## src/rtl/reorder_buffer_pkg.sv

```systemverilog
// Definitions shared by the reorder buffer, the register file and the reservation stations.
package reorder_buffer_pkg;

   localparam int unsigned ROB_TAG_W = 4;
   localparam int unsigned REG_W     = 5;
   localparam int unsigned DATA_W    = 32;

   // Tag 0 means "no producer"; real tags are entry index + 1.
   localparam logic [ROB_TAG_W-1:0] NONE_TAG = '0;

   typedef struct packed {
      logic              ready;
      logic [DATA_W-1:0] data;
   } lookup_t;

endpackage

```

## src/rtl/reorder_buffer.sv

```systemverilog
// In-order commit queue: hands out rename tags at issue, collects CDB results,
// retires the head entry to the register file as (tag, rd, data).
module reorder_buffer
   import reorder_buffer_pkg::*;
#(
   parameter int unsigned DEPTH = 8,
   parameter int unsigned TAG_W = ROB_TAG_W
) (
   input  logic              clk_in,
   input  logic              rst_in,
   input  logic              rdy_in,
   input  logic              flush_in,
   input  logic              alloc_valid,
   input  logic [REG_W-1:0]  alloc_rd,
   output logic              alloc_ready,
   output logic [TAG_W-1:0]  alloc_tag,
   input  logic              wb_valid,
   input  logic [TAG_W-1:0]  wb_tag,
   input  logic [DATA_W-1:0] wb_data,
   input  logic [TAG_W-1:0]  q1_tag,
   output logic              q1_ready,
   output logic [DATA_W-1:0] q1_data,
   input  logic [TAG_W-1:0]  q2_tag,
   output logic              q2_ready,
   output logic [DATA_W-1:0] q2_data,
   output logic              commit_valid,
   output logic [TAG_W-1:0]  commit_tag,
   output logic [REG_W-1:0]  commit_rd,
   output logic [DATA_W-1:0] commit_data
);

   localparam int unsigned      PTR_W    = (DEPTH > 1) ? $clog2(DEPTH) : 1;
   localparam int unsigned      CNT_W    = $clog2(DEPTH + 1);
   localparam logic [TAG_W-1:0] MAX_TAG  = TAG_W'(DEPTH);
   localparam logic [PTR_W-1:0] LAST_PTR = PTR_W'(DEPTH - 1);
   localparam logic [CNT_W-1:0] FULL_CNT = CNT_W'(DEPTH);

   logic [PTR_W-1:0]              head, tail;
   logic [CNT_W-1:0]              count;
   logic [DEPTH-1:0]              busy, rdy;
   logic [REG_W-1:0]              rd_q [DEPTH];
   logic [DEPTH-1:0][DATA_W-1:0]  data_q;

   logic             do_alloc, do_commit, do_wb, wb_in_range;
   logic [PTR_W-1:0] wb_idx;
   lookup_t          q1_res, q2_res;

   function automatic logic [PTR_W-1:0] next_ptr(input logic [PTR_W-1:0] p);
      return (p == LAST_PTR) ? '0 : p + 1'b1;
   endfunction

   // CDB bypass takes precedence over the stored entry.
   function automatic lookup_t lookup(
      input logic [TAG_W-1:0]             q,
      input logic                         wv,
      input logic [TAG_W-1:0]             wt,
      input logic [DATA_W-1:0]            wd,
      input logic [DEPTH-1:0]             b,
      input logic [DEPTH-1:0]             r,
      input logic [DEPTH-1:0][DATA_W-1:0] d
   );
      lookup_t          res;
      logic [PTR_W-1:0] idx;
      res = '0;
      idx = PTR_W'(q - 1'b1);
      if (q != TAG_W'(NONE_TAG)) begin
         if (wv && (wt == q)) begin
            res.ready = 1'b1;
            res.data  = wd;
         end else if ((q <= MAX_TAG) && b[idx] && r[idx]) begin
            res.ready = 1'b1;
            res.data  = d[idx];
         end
      end
      return res;
   endfunction

   assign alloc_ready = (count < FULL_CNT);
   assign alloc_tag   = TAG_W'(tail) + TAG_W'(1);

   assign wb_idx      = PTR_W'(wb_tag - 1'b1);
   assign wb_in_range = (wb_tag != TAG_W'(NONE_TAG)) && (wb_tag <= MAX_TAG);
   assign do_wb       = wb_valid && wb_in_range && busy[wb_idx] && !rdy[wb_idx];
   assign do_commit   = busy[head] && rdy[head];
   assign do_alloc    = alloc_valid && alloc_ready;

   always_comb begin
      q1_res = lookup(q1_tag, wb_valid, wb_tag, wb_data, busy, rdy, data_q);
      q2_res = lookup(q2_tag, wb_valid, wb_tag, wb_data, busy, rdy, data_q);
   end

   assign q1_ready = q1_res.ready;
   assign q1_data  = q1_res.data;
   assign q2_ready = q2_res.ready;
   assign q2_data  = q2_res.data;

   always_ff @(posedge clk_in) begin
      if (rst_in || flush_in) begin
         head         <= '0;
         tail         <= '0;
         count        <= '0;
         busy         <= '0;
         rdy          <= '0;
         commit_valid <= 1'b0;
         commit_tag   <= '0;
         commit_rd    <= '0;
         commit_data  <= '0;
      end else if (rdy_in) begin
         if (do_commit) begin
            busy[head]   <= 1'b0;
            rdy[head]    <= 1'b0;
            head         <= next_ptr(head);
            commit_valid <= 1'b1;
            commit_tag   <= TAG_W'(head) + TAG_W'(1);
            commit_rd    <= rd_q[head];
            commit_data  <= data_q[head];
         end else begin
            commit_valid <= 1'b0;
         end
         // A write-back never targets the committing head (already ready) nor the
         // allocating tail (free), so these per-entry updates cannot collide.
         if (do_wb) begin
            rdy[wb_idx] <= 1'b1;
         end
         if (do_alloc) begin
            busy[tail] <= 1'b1;
            rdy[tail]  <= 1'b0;
            tail       <= next_ptr(tail);
         end
         unique case ({do_alloc, do_commit})
            2'b10:   count <= count + 1'b1;
            2'b01:   count <= count - 1'b1;
            default: count <= count;
         endcase
      end
   end

   always_ff @(posedge clk_in) begin
      if (!rst_in && !flush_in && rdy_in) begin
         if (do_alloc) begin
            rd_q[tail] <= alloc_rd;
         end
         if (do_wb) begin
            data_q[wb_idx] <= wb_data;
         end
      end
   end

endmodule
```

## config.mk

```make
export PLATFORM = sky130hd
export DESIGN_NAME = reorder_buffer
export DESIGN_NICKNAME = d
export VERILOG_FILES = /design/src/rtl/reorder_buffer_pkg.sv /design/src/rtl/reorder_buffer.sv
export SDC_FILE = /design/constraint.sdc
export NUM_CORES = 1
export LEC_CHECK = 0
export BUFFER_PORTS_ARGS = -buffer_cell sky130_fd_sc_hd__buf_2
export CORE_UTILIZATION = 55
export DETAILED_ROUTE_END_ITERATION = 12
export PLACE_DENSITY = 0.74
export SLEW_MARGIN = 20
export SYNTH_ARGS = -nofsm -noshare
export SYNTH_HDL_FRONTEND = slang
export SYNTH_SLANG_ARGS = --single-unit
export TNS_END_PERCENT = 100
```

## constraint.sdc

```tcl
create_clock -name clk_in -period 8 [get_ports clk_in]
set_clock_uncertainty 0.15 [all_clocks]
set_input_delay 0.8 -clock clk_in [delete_from_list [all_inputs] [get_ports clk_in]]
set_output_delay 0.8 -clock clk_in [all_outputs]
set_load 0.02 [all_outputs]
```

==> results.cfg <==
[run_status]
outcome = completed

[timing]
worst_slack_ns = 2.53
hold_violations = 0
rsz0062_at_grt = false
fin_crit_sh_pct = 68.4
period_needed_ns = 5.47
tightest_slew_ns = 1.14
setup_viol = 0
max_freq_mhz = 183
finalSetupTns_ns = 0
slew_violations = 0
relSlewSlack_pct = 24.1

[cells_and_area]
num-fill-cells = 2494
drive_gt1_share_pct = 34.3
area_growth_pct = 13.6
multiInputGateArea_um2 = 8900
seqCellArea_um2 = 10200
fin_nets = 1580

[setup_path]
critPathBufInv = 5
start_kind = input port
path_cells = buf_4, inv_1, ha_2, buf_4, o2111a_1, a2111oi_4, o22ai_4, buf_4, a211oi_1, buf_2
path_delay_family = buffers and inverters
path_class = in -> out
critPathRequiredTime_ns = 7.05
end_kind = primary output
cp.arrival_ns = 4.52
crit_top_cell = buf_4
critPathMaxStageDelay_ns = 0.76
cp_max_fo = 67
cp_slowest_cell = buf_4

[global_routing]
grt_max_degree = 68
antenna_found_initial = 2
met3_usage_pct = 5.98
grtUsageTotal_pct = 31.3
met1_usage_pct = 42.2
grt_pass1_vias = 13495
grt_use_met2_pct = 49.8
overflow = 0
grt_pass1_wl_mm = 83.8
busiest_layer = met2

[power]
power_density_nw_per_um2 = 201
leakage_nw = 7.73
ir_worst_vdd_uv = 159

[place]
gp_congestion = 0.847
post-place-ws_ns = 2.49
hpwlAfterDp_mm = 34.2
port_buffers = 167

[route]
drt_wl_total_mm = 56.7
first_pass_iters = 6
detail_route.drc_violations = 0
routedWlPerCell_um = 28.4
vias = 13876
ant_nets = 0
routed_via_density = 6.94
drt_iter0_drc = 1523

[synth]
synth-seq-area-share_pct = 52.2
synthTopCellsByArea = edfxtp_1 (45%), mux4_2 (16%), dfxtp_1 (6.8%)
synth_area_um2 = 19600
synth.most_common_cell = edfxtp_1
syn_nets = 1462
syn_avg_cell_area_um2 = 14.0
yosysTopAreaCellShare_pct = 45.4
synthArstFlopShare_pct = 0
synth-edff-count = 296
synthFlopType = edfxtp_1
yosysTopAreaCell = edfxtp_1
synthCells = 1395
synth_seq_cells = 363
synthTopCellsByCount = edfxtp_1 (296), mux4_2 (138), nor2_1 (135)
yosys_warnings = 0
ys_types = 71

[die]
die_y_um = 191
rows = 68
ios = 168
die_w_um = 191
core_um2 = 34800
start_util_pct = 56.3
dieArea_um2 = 36400

[cts]
root_buffer = clkbuf_16
clkTransAtPathRegs_ns = 0.06
ctsResizeCount = 0
ctsLongestPathBuffers = 3
post_cts_buffers = 0
htree_levels = 2
cts_buffers = 38
clock-sinks = 363
cts_tree = built
hold_buffers = 0
clk_latency_ns = 0.52

[run]
max_cap_viol_count = 0

[hold_path]
hp-class = reg -> reg
## sequential cells by signal, indices dropped and copies added (netlist names)
register	flops
tail	3
commit_tag	4
count	4
data_q	256
head	2
commit_rd	5
commit_valid	1
rdy	8
rd_q	40
commit_data	32
busy	8
## cell usage in the layout (no fill, tap or decap), drive strengths merged, types with 4 or more instances in the layout
cell type / instances
edfxtp: 296
buf: 197
mux4: 138
nor2: 135
mux2i: 109
a211oi: 93
dfxtp: 67
nand2: 52
clkbuf: 45
a21oi: 42
mux2: 35
o21ai: 33
a221oi: 28
a22oi: 25
nand3: 23
inv: 19
nor3: 16
ha: 12
xor2: 11
o211a: 10
clkinv: 10
nand2b: 9
bufinv: 9
nor2b: 9
xnor2: 8
o31ai: 7
o22ai: 7
o221ai: 6
and3: 6
and3b: 5
a31o: 5
nand4: 5
a22o: 5
a221o: 5
clkinvlp: 5
nor3b: 5
and2: 5
o2111a: 4
## cells by family (layout without fill, tap and decap cells)
group	after synthesis	in the layout	share of synthesized area, %
flip-flops	363	363	52.2
AO/OA/AOI/OAI	301	301	13.0
multiplexers	282	282	23.4
AND/OR/NAND/NOR	280	280	6.51
buffers and inverters	138	285	3.22
XOR/XNOR	19	19	0.849
adder cells (fa/ha/maj)	12	12	0.766
other	0	2	0
## cell type report
class,count,area share [%]
Sequential cell,363,46.0
Clock buffer,45,4.68
Antenna cell,2,0.0225
Multi-Input combinational cell,894,40.0
Inverter,19,0.320
Tap cell,455,2.56
Timing Repair Buffer,197,4.84
Clock inverter,24,1.64
## final timing paths
path	from	end	slack, ns	cells after the start
setup / recovery	q2_tag[0]	q2_data[2]	2.53	10
hold reg to reg	commit_rd[4]	commit_rd[4]	0.31	2
hold / removal	commit_rd[4]	commit_rd[4]	0.31	2
setup reg to reg	head[1]	count[3]	3.43	10
## tightest hold or removal path: stages, from the launching register on
cell     delay [ns]
dfxtp_1        0.30
nand2_1        0.05
o21ai_0        0.06
## per-stage QoR
stage               util (%)  total power [W]  hold WS, ns  std cells  cell area (um^2)
CTS                     63.9          0.00448        0.316       1997             22200
detailed placement      59.9          0.00254        0.307       1928             20800
finish                  64.0          0.00447        0.312       1999             22300
global placement        59.8          0.00254        0.302       1927             20800
floorplan                  -          0.00240        0.319       1395             19600
global route            64.0          0.00457        0.352       1998             22300
## power breakdown
part | switching [W] | internal, W
registers | 0.00000243 | 0.00204
clock network | 0.000734 | 0.00123
logic | 0.000284 | 0.000177
## routing by layer
metal,part of all wire [%],up-vias
li1,-,5886
met1,38,6938
met2,48,902
met3,11,150
met4,3.8,0
met5,0,-
Power figures use the tool's default switching activity.
